--- src/rtl/pulse_pkg.sv ---
// Shared constants for the stepper pulse generator and its meter.
// Mode codes, meter FSM states and the system clock rate.
package pulse_pkg;

  localparam int CLK_HZ = 100000000;

  localparam logic [1:0] MODE_32    = 2'b00;
  localparam logic [1:0] MODE_64    = 2'b01;
  localparam logic [1:0] MODE_128   = 2'b10;
  localparam logic [1:0] MODE_OTHER = 2'b11;

  typedef enum logic [1:0] {
    IDLE   = 2'd0,
    GATE   = 2'd1,
    REPORT = 2'd2
  } state_t;

endpackage

--- src/rtl/pulse_sync_edge.sv ---
// Two-flop synchronizer followed by a registered rising-edge detect.
// An input rise shows up as a 1-cycle pulse on rise three clocks later.
module pulse_sync_edge (
  input  logic clk,
  input  logic rst,
  input  logic din,
  output logic rise
);

  logic meta;
  logic sync_q;
  logic sync_qq;

  always_ff @(posedge clk) begin
    if (rst) begin
      meta    <= 1'b0;
      sync_q  <= 1'b0;
      sync_qq <= 1'b0;
      rise    <= 1'b0;
    end else begin
      meta    <= din;
      sync_q  <= meta;
      sync_qq <= sync_q;
      rise    <= sync_q & ~sync_qq;
    end
  end

endmodule

--- src/rtl/pulse_freq_meter.sv ---
// Gated rising-edge counter with period capture and classification
// of the measured rate into the pulse generator's mode codes.
module pulse_freq_meter
  import pulse_pkg::*;
#(
  parameter int GATE_CYCLES = CLK_HZ,
  parameter int CNT_W       = 16,
  parameter int PER_W       = 32,
  parameter int F0          = 32,
  parameter int F1          = 64,
  parameter int F2          = 128,
  parameter int TOL         = 2
) (
  input  logic             clk,
  input  logic             rst,
  input  logic             enable,
  input  logic             pulse_in,
  output logic [CNT_W-1:0] freq,
  output logic             freq_valid,
  output logic [1:0]       mode_det,
  output logic             mode_match,
  output logic             overflow,
  output logic [PER_W-1:0] period,
  output logic             period_valid,
  output logic             busy
);

  localparam int GW = $clog2(GATE_CYCLES + 1);
  localparam int FW = $clog2(F2 + TOL + 1) + 1;
  localparam int CW = (CNT_W + 1 > FW) ? CNT_W + 1 : FW;

  localparam logic [GW-1:0]    G_LAST  = GW'(GATE_CYCLES - 1);
  localparam logic [CNT_W-1:0] CNT_MAX = '1;
  localparam logic [PER_W-1:0] PER_MAX = '1;

  localparam logic [CW-1:0] LO0 = CW'((F0 > TOL) ? F0 - TOL : 0);
  localparam logic [CW-1:0] HI0 = CW'(F0 + TOL);
  localparam logic [CW-1:0] LO1 = CW'((F1 > TOL) ? F1 - TOL : 0);
  localparam logic [CW-1:0] HI1 = CW'(F1 + TOL);
  localparam logic [CW-1:0] LO2 = CW'((F2 > TOL) ? F2 - TOL : 0);
  localparam logic [CW-1:0] HI2 = CW'(F2 + TOL);

  if (F0 + TOL >= F1 - TOL || F1 + TOL >= F2 - TOL) begin : g_tol_chk
    $error("pulse_freq_meter: classification windows overlap");
  end

  state_t           state;
  logic             pulse_edge;
  logic [GW-1:0]    gate_cnt;
  logic [CNT_W-1:0] edge_cnt;
  logic             ovf_int;
  logic [CW-1:0]    cnt_x;
  logic [1:0]       mode_c;
  logic [PER_W-1:0] per_cnt;
  logic             armed;

  pulse_sync_edge u_sync (
    .clk  (clk),
    .rst  (rst),
    .din  (pulse_in),
    .rise (pulse_edge)
  );

  // Widened so F-TOL never wraps below zero
  always_comb begin
    cnt_x  = CW'(edge_cnt);
    mode_c = MODE_OTHER;
    unique case (1'b1)
      (cnt_x >= LO0 && cnt_x <= HI0): mode_c = MODE_32;
      (cnt_x >= LO1 && cnt_x <= HI1): mode_c = MODE_64;
      (cnt_x >= LO2 && cnt_x <= HI2): mode_c = MODE_128;
      default:                        mode_c = MODE_OTHER;
    endcase
  end

  assign busy = (state != IDLE);

  always_ff @(posedge clk) begin
    if (rst) begin
      state      <= IDLE;
      gate_cnt   <= '0;
      edge_cnt   <= '0;
      ovf_int    <= 1'b0;
      freq       <= '0;
      freq_valid <= 1'b0;
      mode_det   <= MODE_OTHER;
      mode_match <= 1'b0;
      overflow   <= 1'b0;
    end else begin
      freq_valid <= 1'b0;
      unique case (state)
        IDLE: begin
          gate_cnt <= '0;
          edge_cnt <= '0;
          ovf_int  <= 1'b0;
          if (enable) state <= GATE;
        end
        GATE: begin
          if (!enable) begin
            state    <= IDLE;
            gate_cnt <= '0;
            edge_cnt <= '0;
            ovf_int  <= 1'b0;
          end else begin
            gate_cnt <= gate_cnt + GW'(1);
            if (pulse_edge) begin
              if (edge_cnt == CNT_MAX) ovf_int <= 1'b1;
              else edge_cnt <= edge_cnt + CNT_W'(1);
            end
            if (gate_cnt == G_LAST) state <= REPORT;
          end
        end
        REPORT: begin
          freq       <= edge_cnt;
          overflow   <= ovf_int;
          mode_det   <= mode_c;
          mode_match <= (mode_c != MODE_OTHER);
          freq_valid <= 1'b1;
          gate_cnt   <= '0;
          ovf_int    <= 1'b0;
          // The dead cycle's edge belongs to the following gate
          edge_cnt   <= (enable && pulse_edge) ? CNT_W'(1) : '0;
          state      <= enable ? GATE : IDLE;
        end
        default: state <= IDLE;
      endcase
    end
  end

  always_ff @(posedge clk) begin
    if (rst) begin
      per_cnt      <= '0;
      armed        <= 1'b0;
      period       <= '0;
      period_valid <= 1'b0;
    end else begin
      period_valid <= 1'b0;
      if (!enable) begin
        per_cnt <= '0;
        armed   <= 1'b0;
      end else if (pulse_edge) begin
        per_cnt <= '0;
        armed   <= 1'b1;
        if (armed) begin
          period       <= (per_cnt == PER_MAX) ? PER_MAX : per_cnt + PER_W'(1);
          period_valid <= 1'b1;
        end
      end else if (per_cnt != PER_MAX) begin
        per_cnt <= per_cnt + PER_W'(1);
      end
    end
  end

endmodule

--- config.mk ---
export PLATFORM = sky130hd
export DESIGN_NAME = pulse_freq_meter
export DESIGN_NICKNAME = d
export VERILOG_FILES = /design/src/rtl/pulse_pkg.sv /design/src/rtl/pulse_sync_edge.sv /design/src/rtl/pulse_freq_meter.sv
export SDC_FILE = /design/constraint.sdc
export NUM_CORES = 1
export LEC_CHECK = 0
export ABC_AREA = 1
export CELL_PAD_IN_SITES_DETAIL_PLACEMENT = 1
export CELL_PAD_IN_SITES_GLOBAL_PLACEMENT = 2
export CORE_ASPECT_RATIO = 1.75
export CORE_MARGIN = 2
export CORE_UTILIZATION = 29
export DETAILED_ROUTE_END_ITERATION = 10
export MAX_ROUTING_LAYER = met4
export PLACE_DENSITY = 0.84
export SKIP_LAST_GASP = 1
export SLEW_MARGIN = 20
export SYNTH_ARGS = -nofsm -noshare
export SYNTH_HDL_FRONTEND = slang
export SYNTH_HIERARCHICAL = 1
export SYNTH_SLANG_ARGS = --single-unit
--- constraint.sdc ---
create_clock -name clk -period 1.8 [get_ports clk]
set_clock_uncertainty 0.05 [all_clocks]
set_input_delay 0.27 -clock clk [delete_from_list [all_inputs] [get_ports clk]]
set_output_delay 0.27 -clock clk [all_outputs]
set_load 0.005 [all_outputs]
== Word-level counts from Yosys, hierarchy flattened ==
Cells that the tools add are included.
Operators by class
  add/subtract/negate cells: 3
  order comparisons: 6
  equality and inequality tests: 12
  multiplexer cells: 20
  bitwise gates (word level): 4
  reductions and logical operators: 16
Operators with widths (number)
  27-bit one-hot mux with 2 select lines: 1
  16-bit two-way mux: 3
  16-bit one-hot mux with 3 select lines: 1
  32-bit by 1-bit adder with 32-bit output (second input constant): 1
  32-bit equality test (second input constant): 1
  32-bit two-way mux: 1
  32-bit != test (second input constant): 1
  27-bit by 1-bit adder with 27-bit output (second input constant): 1
  27-bit equality test (second input constant): 1
  27-bit two-way mux: 1
  16-bit by 1-bit adder with 16-bit output (second input constant): 1
  16-bit equality test (second input constant): 1
  16-bit by 5-bit >= comparator with 1-bit output (second input constant): 1
  16-bit by 6-bit >= comparator with 1-bit output (second input constant): 1
  16-bit by 7-bit >= comparator with 1-bit output (second input constant): 1
  16-bit by 6-bit less-or-equal comparator with 1-bit output (second input constant): 1
  16-bit by 7-bit less-or-equal comparator with 1-bit output (second input constant): 1
  16-bit by 8-bit less-or-equal comparator with 1-bit output (second input constant): 1
  2-bit one-hot mux with 3 select lines: 2
  3-bit != test (second input constant): 3
  3-bit AND reduction: 3
  1-bit two-way mux: 7
  2-bit two-way mux: 3
  3-bit OR reduction: 2
  13 further kinds: 21
Storage, ports and cells
  bits in registers: 137
  bits of input ports: 4
  output and inout bits: 55
  logic and storage cells: 78

== Logic depth before layout (Yosys ltp) ==
Gate-level depths: netlist of run 1.
  depth in word-level cells: 5
  depth in mapped cells: 11
  gate-level depth less buffers: 11

== Modules after synthesis ==
The synthesis of run 1 kept the hierarchy.
By module, submodules not included
  pulse_freq_meter: times used 1, cells an instance 1086, area an instance 7058.0 µm², sequential area each 2662.6 µm²
  pulse_sync_edge: times used 1, cells an instance 12, area an instance 115.1 µm², sequential area each 80.1 µm²

== Worst setup path after synthesis of run 1 ==
OpenSTA, ideal clock, no wires.
  kind: reg2reg
  start: register state[0]
  end: register gate_cnt[17]
  setup time: 0.070 ns
  data arrival time: 1.593 ns
  data required time: 1.680 ns
  path slack: 0.087 ns
  stages on the path, launching flop included: 10
  buffers on the path: 2
  period minus slack after synthesis: 1.713 ns
  cell sequence: dfxtp_1 inv_1 ha_1 buf_2 nor2_2 nand2_1 nor2_2 buf_2 nand3_1 a21oi_1
On the way
  word-level cells in the longest chain between the ends: 3
  elaborated cells on any way between the ends: 6
  those cells by class: 2 x eq/ne; 1 x mux; 3 x reduce/logical
RTL lines
  start, declared: RTL line pulse_freq_meter.sv:47  | state_t state;
  start signal, assigned: RTL line pulse_freq_meter.sv:123  | state <= enable ? GATE : IDLE;
  2-bit equality test / 2-bit logical NOT (equally long branches): RTL line pulse_freq_meter.sv:91  | unique case (state)
  2-bit OR reduction (no source line)
  27-bit one-hot mux with 2 select lines / 2-bit nonzero test (equally long branches)
  end signal, assigned: RTL line pulse_freq_meter.sv:105  | gate_cnt <= gate_cnt + GW'(1);
  end, declared: RTL line pulse_freq_meter.sv:49  | logic [GW-1:0] gate_cnt;
Several ways; a longest one is shown, not always the timed one.
A chain may end at the register's enable or synchronous reset.

== Worst setup path after layout of run 1 ==
  start: register per_cnt[9]
  end: register period[21]
On the way
  word-level cells in the longest chain between the ends: 2
  elaborated cells on any way between the ends: 3
  those cells by class: 1 x add/sub; 1 x eq/ne; 1 x mux
RTL lines
  start, declared: RTL line pulse_freq_meter.sv:54  | logic [PER_W-1:0] per_cnt;
  start signal, assigned: RTL line pulse_freq_meter.sv:149  | per_cnt <= per_cnt + PER_W'(1);
  32-bit by 1-bit adder with 32-bit output / 32-bit equality test (equally long branches): RTL line pulse_freq_meter.sv:145  | period <= (per_cnt == PER_MAX) ? PER_MAX : per_cnt + PER_W'(1);
  32-bit two-way mux (*): RTL line pulse_freq_meter.sv:145
  end signal, assigned: RTL line pulse_freq_meter.sv:145
  end, declared: RTL line pulse_freq_meter.sv:23  | output logic [PER_W-1:0] period,
Every way passes the cells marked *; elsewhere a longest branch is shown, timed or not.

==> flow_metrics.tcl, run 1 <==
set metrics [dict create \
    grt_use_total_pct 22.5 \
    synth.distinct_cells 40 \
    fillers 3075 \
    route.vias.total 7912 \
    crit_family "simple AND/OR/NAND/NOR gates" \
    synth_commonest_cells "nand2_1, nor2_1, dfxtp_1" \
    area_growth_pct 38.3 \
    design_area_um2 9920 \
    die-area_um2 26100 \
    min_path_cells 3 \
    synth_area_leaders "dfxtp_1, nand2_1, nand3_1, nor2_1, inv_1" \
    drtIter0Drc 220 \
    avgSynthCellArea_um2 6.53 \
    core_area_um2 24400 \
    sw_frac_of_total_pct 26.8 \
    synth.largest_area_cell "dfxtp_1" \
    die-height_um 212 \
    drive_gt1_share_pct 20.7 \
    regArea_um2 2770 \
    clkTransAtPathRegs_ps 60 \
    start_util_pct 29.4 \
    clkPwrFrac_pct 47.8 \
    ir_worst_vdd_mv 0.749 \
    wl_per_cell_um 17.5 \
    avgViaCountPerCell 4.98 \
    multi_input_area_um2 4090 \
    relSlewSlack_pct 73.8 \
    seqPwrFrac_pct 40.9 \
    setup.worst_path.end_class "flip-flop" \
    fin_nets 1276 \
    ys_seq_elements 137 \
    power.leakage_nw 4.24 \
    clock_sinks 137 \
    overflow 0 \
    cts_tree "built" \
    timing.critical_path.mode_cell "nand2_1" \
    critPathArrivalTime_ps 2040 \
    synth_top_cell_area_share_pct 38.2 \
    htreeDepth 4 \
    critPathBufInv 3 \
    cp_cell_sequence "inv_1 -> buf_4 -> nor3_4 -> nand2_1 -> nor2_1 -> nand2_1 -> nand2_1 -> nand4_1 -> nand2_1 -> inv_1" \
    slew_violations 0 \
    drt_pass1_iterations 4 \
    drcViolationCount 0 \
    synth-edff-count 0 \
    syn_nets 1111 \
    dp_hpwl_mm 21.6 \
    p_per_area_nw_per_um2 772 \
    yosysSeqAreaShare_pct 38.2 \
    crit_required_ps 2100 \
    synth.most_common_cell "nand2_1" \
    power.total_mw 7.66 \
    dp_slack_ps -150 \
    grt_pass1_vias 8469 \
    groute.layer.met3.usage_pct 2.95 \
    gp_congestion 0.914 \
    die_w_um 123 \
    power.net_switching_mw 2.05 \
    path_class "reg2reg" \
    clk_latency_ps 450 \
    setup_viol 0 \
    io_buffers 58 \
    postRouteAntennaNets 0 \
    grt_max_degree 35 \
    fmax_mhz 574 \
    grt_pass1_wl_mm 42.9 \
    finalHoldViolCount 0 \
    setup_tns_ps 0 \
    reg2reg_depth 10 \
    critPathLaunchType "flip-flop" \
    cp_slowest_cell "dfxtp_1" \
    yosysWarnings 6 \
    top_usage_layer "met2" \
    post-route-min-period_ps 1740 \
    use_met1_pct 18.9 \
    rsz0062_at_grt "yes" \
    place_area_um2 8880 \
    status "complete, no violations" \
    async_flop_share_pct 0 \
    synth_area_um2 7170 \
    io_pins 59 \
    critPathMaxStageDelay_ps 340 \
    cts_hold_buffers 0 \
    cap_violations 0 \
    finish.utilization_pct 40.6 \
    tightest_slew_ps 392 \
    fin_crit_sh_pct 96.8 \
    cts_buffer_depth 2 \
    p_comb_share_pct 11.3 \
    synth_ff_type "dfxtp_1" \
    gr-usage-met2_pct 43.6 \
    power.internal_mw 5.61 \
    worst_hold_path_type "in2reg" \
    rows 76 \
    antenna_found_initial 0 \
    cts_buffers 17 \
    cp.depth 10 \
    path_max_fanout 2 \
    root_buffer "clkbuf_16" \
    fin_ws_ps 57.8 \
    num_antenna_cells 0 \
    drt-total-wl_mm 27.8 \
    synth_cells 1098 \
]
-- cells in the final DEF (no fill, tap or decap), drive strengths merged, types with 3 or more instances in the layout --
master | netlist | layout
nand2 | 282 | 283
nor2 | 158 | 158
inv | 143 | 146
dfxtp | 137 | 137
nand3 | 117 | 118
buf | 14 | 115
o21ai | 71 | 71
a21oi | 63 | 63
clkdlybuf4s50 | 0 | 57
nor3 | 36 | 36
clkbuf | 15 | 19
nand4 | 18 | 18
ha | 9 | 9
clkinv | 2 | 7
a31oi | 4 | 4
o21a | 4 | 4
nand3b | 3 | 3
xnor2 | 3 | 3
a21o | 3 | 3
clkinvlp | 0 | 3
bufinv | 0 | 3
-- worst reg2reg max path: stages, from the launching register on --
cell	delay (ps)
dfxtp_1	340
inv_1	90
buf_4	170
nor3_4	270
nand2_1	160
nor2_1	200
nand2_1	80
nand2_1	80
nand4_1	100
nand2_1	80
inv_1	30
-- layer usage --
layer  routed length (µm)  vias to the layer above
met5                    0                        -
met4                 1960                        0
met3                  653                      101
met2                16000                      183
met1                 9160                     3762
li1                     -                     3866
-- final cells by class --
type	count	area share (%)
timing repair buffer	173	15.3
sequential	137	27.9
multi-input combinational	789	41.2
clock buffer	18	4.33
clock inverter	14	1.74
tap	312	3.93
inverter	145	5.57
-- final timing paths --
| check | to | slack, ps | startpoint |
|---|---|---|---|
| min reg2reg | u_sync/rise$_SDFF_PP0_ | 350 | u_sync/sync_qq$_SDFF_PP0_ |
| min | u_sync/meta$_SDFF_PP0_ | 300 | pulse_in |
| max reg2reg | period[21]$_SDFFE_PP0P_ | 60 | per_cnt[9]$_SDFFE_PP0N_ |
| max | period[21]$_SDFFE_PP0P_ | 60 | per_cnt[9]$_SDFFE_PP0N_ |
-- through the flow --
stage / std cells / hold WS, ps
finish: 1588 / 303
global route: 1588 / 320
global placement: 1548 / 341
floorplan: 1098 / 291
CTS: 1581 / 283
detailed placement: 1548 / 346
-- kinds of logic after synthesis --
group,count (synthesis),share of synthesized area [%]
AOI/OAI and AO/OA,156,11.7
adders and majority gates,9,1.57
buffers and inverters,174,9.63
xor gates and xnor gates,5,0.611
and+or+nand+nor,617,38.3
DFF,137,38.2
-- flip-flops by register name (all words and copies together) (netlist names), 2 cells and up --
name / flops
freq: 16
gate_cnt: 27
period: 32
edge_cnt: 16
state: 2
mode_det: 2
per_cnt: 32
-- power by group through the flow --
stage               combinational, mW  clock [mW]  sequential (mW)
floorplan                       0.411           0             3.20
global placement                0.747           0             3.20
detailed placement              0.759           0             3.20
CTS                             0.761        3.76             3.13
global route                    0.951        3.86             3.14
finish                          0.868        3.66             3.13
-- what timing repair did --
action,4_1_cts,5_1_grt
pin swaps,2,17
gates cloned,0,2
resized for setup,12,96
setup buffers,1,5
endpoints found under the setup margin,32,106
(Power assumes the default switching activity.)
==> inputs of run 2 (changes only) <==
--- a/config.mk
+++ b/config.mk
@@ -10,10 +10,11 @@
 export CELL_PAD_IN_SITES_GLOBAL_PLACEMENT = 2
 export CORE_ASPECT_RATIO = 1.75
 export CORE_MARGIN = 2
-export CORE_UTILIZATION = 29
+export CORE_UTILIZATION = 35
 export DETAILED_ROUTE_END_ITERATION = 10
+export DONT_BUFFER_PORTS = 1
 export MAX_ROUTING_LAYER = met4
-export PLACE_DENSITY = 0.84
+export PLACE_DENSITY = 0.87
 export SKIP_LAST_GASP = 1
 export SLEW_MARGIN = 20
 export SYNTH_ARGS = -nofsm -noshare
==> constraint.sdc (replaced) <==
create_clock -name clk -period 1.88 [get_ports clk]
set_clock_uncertainty 0.05 [all_clocks]
set_input_delay 0.282 -clock clk [delete_from_list [all_inputs] [get_ports clk]]
set_output_delay 0.282 -clock clk [all_outputs]
set_load 0.005 [all_outputs]
==> run 2 against run 1 <==
Critical path depth down 3. Utilization grew 2.6 points. Count of clock-buffer cells in the layout grew 1. Die area fell by 17%. Design area shrank 12%. Cell count fell by 10%. Sequential power down 4%. Flip-flop and latch count stayed put. Register-to-register slack better by 50 ps. First-iteration DRC count shrank 14%. Sequential share of layout area grew 3.6 points. Combinational power is 21% lower. Largest cell class unchanged.
==> flow_metrics.tcl, run 2 (same netlist as run 1, synthesis figures left out) <==
set metrics [dict create \
    fin_ws_ps 103 \
    power.leakage_nw 3.72 \
    regArea_um2 2750 \
    design_area_um2 8720 \
    io_pins 59 \
    postRouteAntennaNets 0 \
    grt_max_degree 35 \
    grt_use_total_pct 25.4 \
    drcViolationCount 0 \
    clkTransAtPathRegs_ps 60 \
    start_util_pct 35.5 \
    final_common_cell "nand2_1" \
    cts_buffer_depth 2 \
    root_buffer "clkbuf_16" \
    p_per_area_nw_per_um2 837 \
    area_growth_pct 21.6 \
    status "complete, no violations" \
    crit_required_ps 2190 \
    rows 69 \
    die_w_um 112 \
    fin_crit_sh_pct 94.5 \
    finalHoldViolCount 0 \
    place_area_um2 7900 \
    rsz0062_at_grt "yes" \
    reg_top3 "per_cnt: 32 flops, period: 32 flops, gate_cnt: 27 flops" \
    fillers 2667 \
    setup_viol 0 \
    power.total_mw 7.30 \
    slew_violations 0 \
    cp_cell_sequence "inv_1 -> ha_1 -> buf_6 -> clkinv_2 -> nor3_1 -> a21oi_1 -> a21oi_1" \
    core_area_um2 20200 \
    fmax_mhz 563 \
    post-route-min-period_ps 1780 \
    cp_slowest_cell "dfxtp_1" \
    gp_congestion 0.904 \
    antenna_found_initial 0 \
    multi_input_area_um2 3860 \
    crit_family "buffers and inverters" \
    timing.critical_path.mode_cell "a21oi_1" \
    drt-total-wl_mm 26.2 \
    num_antenna_cells 0 \
    dp_slack_ps -75.9 \
    critPathLaunchType "flip-flop" \
    wl_per_cell_um 18.4 \
    relSlewSlack_pct 66.1 \
    dp_hpwl_mm 20.2 \
    cap_violations 0 \
    clk_latency_ps 440 \
    die-area_um2 21700 \
    overflow 0 \
    route.vias.total 7459 \
    cts_buffers 17 \
    critPathMaxStageDelay_ps 310 \
    grt_pass1_wl_mm 41.8 \
    grt_pass1_vias 8073 \
    critPathBufInv 3 \
    htreeDepth 4 \
    cts_tree "built" \
    tightest_slew_ps 507 \
    final_cell_mix "nand2_1, nor2_1, inv_1" \
    io_buffers 0 \
    ir_worst_vdd_mv 0.750 \
    drt_pass1_iterations 5 \
    setup.worst_path.end_class "flip-flop" \
    die-height_um 193 \
    fin_nets 1179 \
    path_max_fanout 34 \
    drive_gt1_share_pct 15.4 \
    critPathArrivalTime_ps 2090 \
    path_class "reg2reg" \
    dp.cells 1390 \
    clock_sinks 137 \
    finalNonFillerCells 1426 \
    drtIter0Drc 189 \
    avgViaCountPerCell 5.23 \
    worst_hold_path_type "in2reg" \
    finish.utilization_pct 43.2 \
]
## run 2: cell type report
cell class	instances	share of cell area [%]
timing repair buffer	78	7.16
multi-input combinational	787	44.2
clock inverter	12	1.98
clock buffer	19	5.19
sequential	137	31.5
tap	248	3.56
inverter	145	6.35
## run 2: where the power goes
part / total, mW / switching, mW / internal (mW)
sequential: 3.01 / 0.0423 / 2.97
combinational: 0.688 / 0.451 / 0.238
clock: 3.61 / 1.33 / 2.27
total: 7.30 / 1.82 / 5.48
## run 2: per-layer routing
| layer | global-route usage [%] | vias to the layer above | wire [µm] |
|---|---|---|---|
| li1 | - | 3671 | - |
| met1 | 22.1 | 3570 | 8910 |
| met2 | 49.4 | 137 | 15100 |
| met3 | 4.26 | 81 | 637 |
| met4 | 14.9 | 0 | 1540 |
| met5 | - | - | 0 |
## run 2: what timing repair did
item | in CTS | in global routing
setup endpoints to repair | 12 | 97
hold buffers | 2 | 0
pin swaps | 0 | 10
buffers inserted | 0 | 3
gates resized for setup | 2 | 41
hold endpoints to repair | 30 | 0
cloned | 0 | 0
## run 2: worst paths after layout
kind | from | endpoint | cells after the start | slack, ps
setup / recovery | state[0]$_SDFFE_PP0P_ | edge_cnt[0]$_SDFFE_PP0P_ | 7 | 100
hold / removal | enable | armed$_SDFFE_PP0P_ | 2 | 10
setup reg to reg | state[0]$_SDFFE_PP0P_ | edge_cnt[0]$_SDFFE_PP0P_ | 7 | 100
hold reg to reg | u_sync/sync_qq$_SDFF_PP0_ | u_sync/rise$_SDFF_PP0_ | 1 | 350
## run 2: worst register-to-register path, cell delays in order (launching register included)
cell	delay, ps
dfxtp_1	310
inv_1	70
ha_1	240
buf_6	270
clkinv_2	220
nor3_1	270
a21oi_1	90
a21oi_1	170
## run 2: per-stage QoR
step	setup TNS (ps)	hold slack (ps)
floorplan	0	303
global placement	-54.8	306
detailed placement	-148	309
CTS	-1.56	4.22
global route	-195	20.8
finish	0	10.4
